==> src/rtl/sample_buffer_pkg.sv <==
// Shared types and constants for the elastic stereo sample buffer.
package sample_buffer_pkg;

  typedef enum logic {
    ST_FILL = 1'b0,
    ST_RUN  = 1'b1
  } state_e;

  localparam int DEF_WIDTH   = 24;
  localparam int DEF_DEPTH   = 16;
  localparam int DEF_PREFILL = 8;

  // Width of the optional underrun/overrun event counters.
  localparam int STAT_WIDTH  = 16;

  // Increment that sticks at all-ones instead of wrapping.
  function automatic logic [STAT_WIDTH-1:0] sat_inc(input logic [STAT_WIDTH-1:0] v);
    return (v == {STAT_WIDTH{1'b1}}) ? v : v + STAT_WIDTH'(1);
  endfunction

endpackage

==> src/rtl/sample_buffer_mem.sv <==
// Stereo pair storage: one write port, one registered read port.
// The read register doubles as the output holding register, so it can also
// be cleared to zero; it keeps its value whenever neither re_i nor clr_i is set.
module sample_buffer_mem #(
  parameter int WIDTH = 24,
  parameter int DEPTH = 16,
  localparam int AW = $clog2(DEPTH)
) (
  input  logic               clk_i,
  input  logic               rst_ni,
  input  logic               we_i,
  input  logic [AW-1:0]      waddr_i,
  input  logic [2*WIDTH-1:0] wdata_i,
  input  logic               re_i,
  input  logic               clr_i,
  input  logic [AW-1:0]      raddr_i,
  output logic [2*WIDTH-1:0] rdata_o
);

  logic [2*WIDTH-1:0] mem_q [DEPTH];
  logic [2*WIDTH-1:0] rdata_q;

  // Storage array write; contents are intentionally not reset.
  always_ff @(posedge clk_i) begin
    if (we_i) mem_q[waddr_i] <= wdata_i;
  end

  // Registered read: a same-cycle write to the read address returns the old pair.
  always_ff @(posedge clk_i or negedge rst_ni) begin
    if (!rst_ni) begin
      rdata_q <= '0;
    end else if (clr_i) begin
      rdata_q <= '0;
    end else if (re_i) begin
      rdata_q <= mem_q[raddr_i];
    end
  end

  assign rdata_o = rdata_q;

endmodule

==> src/rtl/sample_buffer.sv <==
// Elastic stereo sample buffer between the S/PDIF decoder and the I2S transmitter.
// Optional feature macro: SAMPLE_BUFFER_STATS_EN adds saturating 16-bit
// underrun_count / overrun_count outputs.
//
// state   | meaning
// --------+--------------------------------------------------------------
// ST_FILL | outputs 0, requests ignored, waiting for level >= PREFILL
// ST_RUN  | each request pops one pair; a request while empty -> ST_FILL
module sample_buffer
  import sample_buffer_pkg::*;
#(
  parameter int WIDTH   = DEF_WIDTH,
  parameter int DEPTH   = DEF_DEPTH,
  parameter int PREFILL = DEF_PREFILL
) (
  input  logic                     bclk,
  input  logic                     rst_n,
  input  logic                     in_valid,
  input  logic [WIDTH-1:0]         in_left,
  input  logic [WIDTH-1:0]         in_right,
  input  logic                     next_sample,
  output logic [WIDTH-1:0]         sample_left,
  output logic [WIDTH-1:0]         sample_right,
  output logic [$clog2(DEPTH):0]   level,
  output logic                     running,
  output logic                     underrun,
  output logic                     overrun
`ifdef SAMPLE_BUFFER_STATS_EN
  ,
  output logic [STAT_WIDTH-1:0]    underrun_count,
  output logic [STAT_WIDTH-1:0]    overrun_count
`endif
);

  localparam int AW = $clog2(DEPTH);
  localparam int LW = AW + 1;
  localparam logic [LW-1:0] DEPTH_L   = LW'(DEPTH);
  localparam logic [LW-1:0] PREFILL_L = LW'(PREFILL);

  state_e          state_q, state_d;
  logic [AW-1:0]   wr_ptr_q, rd_ptr_q;
  logic [LW-1:0]   level_q, level_d;
  logic            underrun_q, overrun_q;
  logic            pop, req_empty, wr_en;
  logic [2*WIDTH-1:0] rdata;

  // Decode a transmitter request and decide whether the incoming pair fits.
  always_comb begin
    pop       = 1'b0;
    req_empty = 1'b0;
    if (state_q == ST_RUN && next_sample) begin
      if (level_q != '0) pop = 1'b1;
      else               req_empty = 1'b1;
    end
    // A pop in the same cycle frees a slot, so a full buffer can still accept.
    wr_en = in_valid && ((level_q != DEPTH_L) || pop);
  end

  // Occupancy counter next value.
  always_comb begin
    level_d = level_q;
    unique case ({wr_en, pop})
      2'b10:   level_d = level_q + LW'(1);
      2'b01:   level_d = level_q - LW'(1);
      default: level_d = level_q;
    endcase
  end

  // Next-state logic; the FILL exit looks at the registered level.
  always_comb begin
    state_d = state_q;
    unique case (state_q)
      ST_FILL: if (level_q >= PREFILL_L) state_d = ST_RUN;
      ST_RUN:  if (req_empty)            state_d = ST_FILL;
      default: state_d = ST_FILL;
    endcase
  end

  // State, pointers, level and event pulses.
  always_ff @(posedge bclk or negedge rst_n) begin
    if (!rst_n) begin
      state_q    <= ST_FILL;
      wr_ptr_q   <= '0;
      rd_ptr_q   <= '0;
      level_q    <= '0;
      underrun_q <= 1'b0;
      overrun_q  <= 1'b0;
    end else begin
      state_q    <= state_d;
      level_q    <= level_d;
      underrun_q <= req_empty;
      overrun_q  <= in_valid && !wr_en;
      if (wr_en) wr_ptr_q <= wr_ptr_q + AW'(1);
      if (pop)   rd_ptr_q <= rd_ptr_q + AW'(1);
    end
  end

  sample_buffer_mem #(
    .WIDTH (WIDTH),
    .DEPTH (DEPTH)
  ) u_mem (
    .clk_i   (bclk),
    .rst_ni  (rst_n),
    .we_i    (wr_en),
    .waddr_i (wr_ptr_q),
    .wdata_i ({in_left, in_right}),
    .re_i    (pop),
    .clr_i   (req_empty),
    .raddr_i (rd_ptr_q),
    .rdata_o (rdata)
  );

  assign {sample_left, sample_right} = rdata;
  assign level    = level_q;
  assign running  = (state_q == ST_RUN);
  assign underrun = underrun_q;
  assign overrun  = overrun_q;

`ifdef SAMPLE_BUFFER_STATS_EN
  logic [STAT_WIDTH-1:0] underrun_cnt_q, overrun_cnt_q;

  // Saturating event counters, counted from the same events that set the pulses.
  always_ff @(posedge bclk or negedge rst_n) begin
    if (!rst_n) begin
      underrun_cnt_q <= '0;
      overrun_cnt_q  <= '0;
    end else begin
      if (req_empty)            underrun_cnt_q <= sat_inc(underrun_cnt_q);
      if (in_valid && !wr_en)   overrun_cnt_q  <= sat_inc(overrun_cnt_q);
    end
  end

  assign underrun_count = underrun_cnt_q;
  assign overrun_count  = overrun_cnt_q;
`endif

endmodule
==> config.mk <==
export PLATFORM = sky130hd
export DESIGN_NAME = sample_buffer
export DESIGN_NICKNAME = d
export VERILOG_FILES = /design/src/rtl/sample_buffer_pkg.sv /design/src/rtl/sample_buffer_mem.sv /design/src/rtl/sample_buffer.sv
export SDC_FILE = /design/constraint.sdc
export NUM_CORES = 1
export LEC_CHECK = 0
export ABC_AREA = 1
export ABC_CLOCK_PERIOD_IN_PS = 6500
export CAP_MARGIN = 40
export CORE_ASPECT_RATIO = 1.25
export CORE_MARGIN = 2
export CORE_UTILIZATION = 60
export CTS_CLUSTER_DIAMETER = 120
export DETAILED_ROUTE_END_ITERATION = 16
export GPL_TIMING_DRIVEN = 0
export PLACE_DENSITY = 0.78
export SYNTH_ARGS = -nofsm -noshare
export SYNTH_HDL_FRONTEND = slang
export SYNTH_SLANG_ARGS = --single-unit
==> constraint.sdc <==
create_clock -name bclk -period 6.5 [get_ports bclk]
set_clock_uncertainty 0.15 [all_clocks]
set_input_delay 0.975 -clock bclk [delete_from_list [all_inputs] [get_ports bclk]]
set_output_delay 0.975 -clock bclk [all_outputs]
set_load 0.05 [all_outputs]
* Word level (Yosys, flattened, before mapping)
Memory sizes are Yosys's and may differ from the RTL's.
Index checks and enable logic that the tools add are counted.
** Word-level totals
- Flip-flop bits (word level) :: 64
- Bits in writable memories :: 768
- Input bits :: 52
- Output and inout bits :: 56
- Word-level logic and storage cells :: 37
- Memories :: 1
** Memories
- u_mem.mem_q :: depth 16, width 48, read ports 1, clocked after Yosys merged registers in 0, wr ports 1, RTL line sample_buffer_mem.sv:20 : logic [2*WIDTH-1:0] mem_q [DEPTH];
** Operators by class
- Add/subtract/negate cells :: 4
- $lt $le $gt $ge :: 1
- Equal/unequal tests :: 3
- Mux-type cells :: 12
- Bitwise operators :: 1
- Reduce and logical (&&, ||, !) cells :: 8
** Operators with widths (count)
- $mux W48 :: 2
- $pmux W5 S2 :: 1
- $add A4 B1 Y4 const B :: 2
- $mux W1 :: 8
- $add A5 B1 Y5 const B :: 1
- $ge A5 B4 Y1 const B :: 1
- $ne A5 B5 Y1 const B :: 1
- $reduce_bool A5 Y1 :: 1
- $sub A5 B1 Y5 const B :: 1
- $reduce_bool A2 Y1 :: 2
- $logic_and A1 B1 Y1 :: 3
- $eq A2 B1 Y1 const B :: 1
- $eq A2 B2 Y1 const B :: 1
- $pmux W1 S2 :: 1
- $logic_not A1 Y1 :: 1
- $logic_or A1 B1 Y1 :: 1
- $not A1 Y1 :: 1

* Longest topological paths before layout
Gate-level depths: netlist of the first run.
- Word-level depth :: 7
- Depth in mapped cells :: 14
- Gate-level depth less buffers :: 14

* By module
From an unflattened synthesis of the first run, not the netlist that was laid out.
** Unflattened totals
- Cell total of the unflattened synthesis :: 3407
- Area, all modules :: 35657.9 um2
** By module, submodules not included
- sample_buffer_mem :: times used 1, cells an instance 3321, area an instance 34823.4 um2, sequential area each 24263.3 um2
- sample_buffer :: times used 1, cells an instance 86, area an instance 834.6 um2, sequential area each 400.4 um2

* Worst setup path after synthesis of the first run
OpenSTA, ideal clock, no wires.
- Path type :: in2reg
- From :: in next_sample
- To :: mem u_mem.mem_q[0][0] (netlist bit) (enable)
- Library setup time :: 454 ps
- Data arrival time :: 3703 ps
- Required time :: 5896 ps
- Path slack :: 2194 ps
- Stages on the path :: 8
- Buffers on the path :: 0
- Path through :: nand2_1 inv_1 nand2_1 inv_2 nor2_4 nor2_8 nand2_1 nor2_1
** On the way
- Cells in the longest elaborated chain, start to end :: 6
** Ends and longest elaborated chain
- from (decl) :: RTL line sample_buffer.sv:21 : input logic next_sample,
- $logic_and A1 B1 Y1 :: RTL line sample_buffer.sv:51 : if (state_q == ST_RUN && next_sample) begin
- $mux W1 :: RTL line sample_buffer.sv:51
- $logic_or A1 B1 Y1 :: RTL line sample_buffer.sv:56 : wr_en = in_valid && ((level_q != DEPTH_L) || pop);
- $logic_and A1 B1 Y1 :: RTL line sample_buffer.sv:56
- $mux W1 :: RTL line sample_buffer_mem.sv:25 : if (we_i) mem_q[waddr_i] <= wdata_i;
- $mux W1 (not written as such) :: RTL line sample_buffer_mem.sv:25
- to (decl) :: RTL line sample_buffer_mem.sv:20
Every way passes these cells.

* Worst setup path after layout of the first run
- From :: in next_sample
- To :: mem u_mem.mem_q[0][5] (netlist bit) (enable)
The elaborated chain is that of the path after synthesis.

==> summary.txt, run 1 <==
Setup path
  – Worst setup EP type: register
  – Setup slack, reg-to-reg: 2.88 ns
  – Slowest stage delay, CP: 0.60 ns
  – CP max FO: 21
  – Crit path cell chain: clkdlybuf4s50_1 > nand2_1 > inv_1 > nand2_1 > inv_2 > nor2_4 > nor2_8 > nand2_1 > nor2_4 > buf_16 > buf_12
  – CP arrival: 4.18 ns
  – Cells on worst reg2reg path: 10
  – Crit path depth: 11
  – Critical path's slowest cell: nor2_4
  – CP Class: primary input to register
  – Top Family by Delay on Critical Path: simple AND/OR/NAND/NOR gates
  – Crit path from: next_sample
  – WP buf/inv: 5
  – Critical Path RT: between 6 and 7 ns
  – Startpoint types: primary input
  – Reg2reg end: u_mem.mem_q[0][5]
  – Cell mode on critical path: nand2_1
  – End of the critical path: u_mem.mem_q[0][5]
  – Crit Reg-Reg Startpoint: running

Final layout
  – Layout cells sized above 1: 9.20%
  – Finished Core Util: roughly 70%
  – Area Overhead vs Synth: 16.2%
  – Nets: about 3,500
  – Final Instance Count excl. Fillers: 4,312

Route
  – DRT antenna net count: 0
  – Routed vias: between 20,000 and 30,000
  – WL/cell: between 20 and 25 µm
  – Routed vias/inst: 5.85
  – 1st-iter DRT viols: approximately 3,500
  – Drt pass-1 iters: 6
  – Final wirelength: 98.9 mm
  – # DRC: 0

STA
  – Final setup viols: 0
  – Final Hold Fails: 0
  – Post-layout min period: just over 4 ns
  – F_max: 248 MHz
  – Period utilization: 61.9%
  – Slew margin rel.: between 40% and 50%
  – Slew @ Worst Pin: 0.862 ns
  – Slew Limit Fails: 0
  – RSZ-0062 raised after global routing: no

Synth
  – Synth top area share: 65.8%
  – Seq/Total Area, Yosys: between 70% and 80%
  – Count of state elements after synthesis: approximately 830
  – Mean post-synth cell area: around 11 µm²
  – Synth cell types: 24
  – Post-synth net total: 3,323
  – Top post-synthesis cells by area: edfxtp_1, nand2_1, nand3_1, inv_1, dfrtp_1
  – Mapped Area: 0.0350 mm²
  – Cells after synthesis: 3,262
  – Area leader, netlist: edfxtp_1
  – Synth warn: 0

Clocking
  – Clk buf depth: 3
  – CTS tree: yes
  – Clock sinks: 832
  – Clk Latency, worst-skew pair: 0.65 ns
  – Clk root buf: clkbuf_16
  – CTS resizes: 0
  – CTS Hold Buffers Added: 0
  – H-tree depth: 3
  – CTS buffer count: 78
  – Post-CTS Setup Inserts: 0
  – Clock-pin slew on the worst setup and hold paths: 0.07 ns

Floorplan
  – DIE AREA: between 0.06 and 0.07 mm²
  – CORE AREA: 0.0581 mm²
  – FP Rows: 99
  – Die Height: 274 µm
  – Initial Util: 60.3%
  – Die width: between 200 and 250 µm
  – Ports: 108

Placement
  – Placed cell count: 4,165
  – Count of input and output buffers: between 100 and 150
  – Routability Congestion: approximately 0.84
  – Post-DP HPWL: 63.7 mm

Min path
  – Hold Crit Class: primary input to asynchronous set/reset pin

Pwr
  – Lkg Pwr: 17.2 nW
  – Max VDD drop: 0.298 mV
  – PD cells: 463 mW/mm²

Status
  – Outcome: finished, final reports clean

Global route
  – Largest net degree at the start of global routing: 44
  – Vias in the first global route: 25,200
  – GRT overflow: 0
  – Initial antenna violation count: 0
  – Gr usage total: between 30% and 40%
  – First-pass GRT wire length: ~150 mm

Flow run
  – Max Cap Viol: 0
## worst min path at each step
| stage | endpoint | slack, ns | startpoint |
|---|---|---|---|
| after floorplan | wr_ptr_q[2] | 0.35 | wr_ptr_q[2] |
| after global placement | u_mem.rdata_o[14] | 0.31 | u_mem.rdata_o[14] |
| after detailed placement | u_mem.rdata_o[10] | 0.31 | u_mem.rdata_o[10] |
| after CTS | u_mem.rdata_o[14] | 0.13 | rst_n |
| after global routing | u_mem.rdata_o[10] | 0.14 | rst_n |
| final | u_mem.rdata_o[9] | 0.13 | rst_n |
## layout make-up
| cell class | count | area, µm² |
|---|---|---|
| Sequential cell | 832 | 24700 |
| Fill cell | 3787 | 17400 |
| Multi-Input combinational cell | 1815 | 7900 |
| Clock buffer | 106 | 2220 |
| Timing Repair Buffer | 146 | 1880 |
| Inverter | 446 | 1670 |
| Tap cell | 757 | 947 |
| Buffer | 169 | 916 |
| Clock inverter | 40 | 499 |
| Antenna cell | 1 | 2.50 |
## Yosys cell counts
cell,n
nand2_1,1223
edfxtp_1,768
nand3_1,491
inv_1,443
buf_2,105
dfrtp_1,64
o211ai_1,48
buf_4,32
nor2_1,22
clkbuf_1,17
buf_1,11
ha_1,8
xor2_1,6
a21oi_1,4
buf_6,4
inv_2,3
o21ai_0,3
nand2_2,2
nor3_1,2
xnor2_1,2
fa_1,1
nand4_1,1
nor2_4,1
nor2_8,1
## registers in the layout, indices dropped and copies added (netlist names)
register / count
level: 5
overrun: 1
rd_ptr_q: 4
running: 1
u_mem.mem_q: 768
u_mem.rdata_o: 48
underrun: 1
wr_ptr_q: 4
## logic make-up after synthesis
group,after synthesis,share of synthesized area [%]
fa+ha+maj,9,0.343
buf+inv,615,7.39
compound gates,55,1.13
flops,832,70.4
simple gates,1743,20.5
xor+xnor,8,0.200
## placed cells by master, fill, tap and decap left out, drive strengths merged, types with 2 or more instances in the layout
master	netlist	routed
a21oi	4	4
buf	152	192
bufinv	0	11
clkbuf	17	123
clkdlybuf4s50	0	106
clkinv	0	23
clkinvlp	0	4
dfrtp	64	64
edfxtp	768	768
ha	8	8
inv	446	448
nand2	1225	1225
nand3	491	491
nor2	24	24
nor3	2	2
o211ai	48	48
o21ai	3	3
xnor2	2	2
xor2	6	6
## stage by stage
stage               TNS (ns)  worst slack (ns)  cell area, µm²  power [W]  hold slack, ns
global placement     -866.06             -1.29           37000     0.0135           0.312
finish                     0              2.47           40700     0.0189           0.125
global route               0              2.50           40700     0.0196           0.141
detailed placement         0              1.95           38000     0.0138           0.314
floorplan                  0              2.19           35000     0.0111           0.354
CTS                        0              2.57           40700     0.0187           0.133
## report_power, final
group / leakage (nW) / switching [W] / internal [W]
clock: 1.33 / 0.00203 / 0.00285
combinational: 8.11 / 0.00518 / 0.00207
sequential: 7.72 / 0.000234 / 0.00650
## metal layers
metal | GRT usage (%) | up-vias | wire length (µm)
li1 | - | 11100 | -
met1 | 40.1 | 11900 | 34100
met2 | 56.0 | 1784 | 48700
met3 | 5.87 | 418 | 9980
met4 | 19.8 | 0 | 6150
met5 | 0 | - | 0
Power figures use the tool's default switching activity.
==> run 2: changes to the inputs <==
Settings changed: ABC_CLOCK_PERIOD_IN_PS 6500 to 3500, CORE_UTILIZATION 60 to 55, PLACE_DENSITY 0.78 to 0.75.
Clock period 6.5 ns to 3.5 ns, I/O delays scaled along.
==> run 2 against run 1 <==
- worst hold slack improved by 0.053 ns
- via count down 1.7%
- flip-flop and latch count unchanged
- critical path type is now register to register
==> summary.txt, run 2 (synthesis results as in run 1) <==
Route
  – WL/cell: 22.0 µm
  – # DRC: 0
  – DRT antenna net count: 0
  – Routed vias/inst: 5.63
  – Drt pass-1 iters: 6
  – Final wirelength: 96.9 mm
  – 1st-iter DRT viols: 3,338
  – Routed vias: 24,800

Setup path
  – Crit path from: running
  – CP max FO: 20
  – Worst setup EP type: register
  – Cells on worst reg2reg path: 9
  – Critical Path RT: 3.65 ns
  – Crit Reg-Reg Startpoint: running
  – CP arrival: roughly 3.4 ns
  – Setup slack, reg-to-reg: 0.21 ns
  – End of the critical path: u_mem.mem_q[10][16]
  – Reg2reg end: u_mem.mem_q[10][16]
  – CP Class: register to register
  – Startpoint types: register

STA
  – Period utilization: 94.0%
  – RSZ-0062 raised after global routing: no
  – Post-layout min period: 3.29 ns
  – Slew Limit Fails: 0
  – Slew @ Worst Pin: 0.924 ns
  – Final Hold Fails: 0
  – Slew margin rel.: 38.4%
  – Final setup viols: 0
  – F_max: ~300 MHz

Clocking
  – Clk Latency, worst-skew pair: 0.64 ns
  – Clock sinks: 832
  – Clk buf depth: 3
  – Clock-pin slew on the worst setup and hold paths: around 0.060 ns
  – Clk root buf: clkbuf_16
  – CTS buffer count: 79
  – H-tree depth: 3
  – CTS tree: yes

Final layout
  – Commonest non-fill, non-tap cell in the layout: nand2_1
  – Register with the most flip-flops: u_mem.mem_q
  – Final Instance Count excl. Fillers: 4,404
  – Area Overhead vs Synth: 16.4%
  – Max reg flops: 768
  – Commonest cells after routing, fill and taps aside: nand2_1, edfxtp_1, nand3_1
  – Nets: 3,560
  – Layout cells sized above 1: between 9 and 10%
  – Finished Core Util: 64.6%

Min path
  – Hold Crit Class: primary input to asynchronous set/reset pin

Floorplan
  – Die width: 230 µm
  – DIE AREA: 0.0657 mm²
  – Ports: between 100 and 150
  – Die Height: between 200 and 300 µm
  – CORE AREA: 0.0631 mm²
  – FP Rows: a little over 100
  – Initial Util: 55.5%

Pwr
  – Max VDD drop: 0.541 mV
  – Power share of the clock group: 24.8%
  – Net Sw Frac: 39.7%
  – Net Switching: between 0.01 and 0.015 W
  – PD cells: 846 mW/mm²
  – Lkg Pwr: 17.1 nW
  – Int Power: roughly 0.021 W
  – Combinational power share: about two fifths
  – Seq pwr share: between 30% and 40%

Global route
  – Largest net degree at the start of global routing: between 40 and 50
  – GRT overflow: 0
  – Gr usage total: 29.4%
  – Initial antenna violation count: 3
  – First-pass GRT wire length: 143 mm
  – Vias in the first global route: 24,200

Placement
  – Routability Congestion: 0.834
  – Placed cell count: 4,249
  – Post-DP HPWL: 63.3 mm
  – Count of input and output buffers: 107

Status
  – Outcome: finished, final reports clean

Flow run
  – Max Cap Viol: 0
==> run 2: cell types whose count changed in the layout (fill, tap and decap cells not counted) <==
cell           previous run  this run
clkbuf_1                 33        41
buf_4                    33        39
bufinv_16                11         7
buf_16                    8        11
clkbuf_8                  8         5
clkinv_2                 14        11
buf_8                     2         4
clkbuf_16                82        80
clkinvlp_4                4         6
inv_6                     2         4
buf_12                   27        26
buf_6                     6         5
dlygate4sd3_1             0         1
inv_2                     3         2
==> run 2: worst min-delay path by stage <==
stage | end | slack (ns) | cells past startpoint
2_1_floorplan | level[0] | 0.08 | 0
3_3_place_gp | u_mem.rdata_o[11] | 0.31 | 2
3_5_place_dp | u_mem.rdata_o[15] | 0.30 | 1
4_1_cts | u_mem.rdata_o[14] | 0.18 | 2
5_1_grt | u_mem.rdata_o[10] | 0.22 | 2
6_report | u_mem.rdata_o[10] | 0.18 | 2
==> run 2: what timing repair did <==
item                                    4_1_cts  5_1_grt
pin swaps                                     2        2
cloned                                        0        0
hold buffers                                  1        0
endpoints found under the setup margin       39       60
buffers inserted                              3        5
hold endpoints to repair                     36        0
gates resized for setup                       0        1
==> run 2: power groups by stage <==
stage	logic, W	registers [W]	clock network [W]
2_1_floorplan	0.00695	0.0137	0
3_3_place_gp	0.0123	0.0128	0
3_5_place_dp	0.0131	0.0127	0
4_1_cts	0.0132	0.0125	0.00854
5_1_grt	0.0144	0.0126	0.00892
6_report	0.0135	0.0125	0.00854
==> run 2: metrics by stage <==
stage	power [W]	instance area (µm²)	TNS, ns	hold WS [ns]	worst slack (ns)
after floorplan	0.0206	35000	-437.02	0.0794	-0.610
after global routing	0.0359	40800	0	0.223	0.0885
after CTS	0.0342	40700	0	0.175	0.0264
after detailed placement	0.0257	38100	-205.89	0.296	-0.636
after global placement	0.0251	37200	-2845.82	0.311	-3.93
final	0.0345	40800	0	0.178	0.209
==> run 2: area by class of cell <==
type	instances	area [µm²]
well taps	840	1050
fillers	4556	22400
inverters	446	1680
flip-flops and latches	832	24700
clock buffers	109	2160
plain buffers	169	916
repair buffers	156	2020
diodes	1	2.50
multi-input cells	1815	7900
clock inverters	36	392
==> run 2: worst max-delay path, cell delays in order (launching register included) <==
cell      delay, ns
dfrtp_1        0.37
nand2_1        0.37
inv_1          0.14
nand2_1        0.17
clkinv_2       0.35
nor2_4         0.08
nor2_8         0.17
nand2_1        0.27
nor2_4         0.58
buf_12         0.28
==> run 2: per-layer routing <==
metal  part of all wire, %  global-route usage [%]  vias up
met5                     0                       0        -
met4                   5.2                    16.1        0
met3                   9.6                    4.25      308
met2                    50                    51.0     1530
met1                    35                    35.7    11800
li1                      -                       -    11100
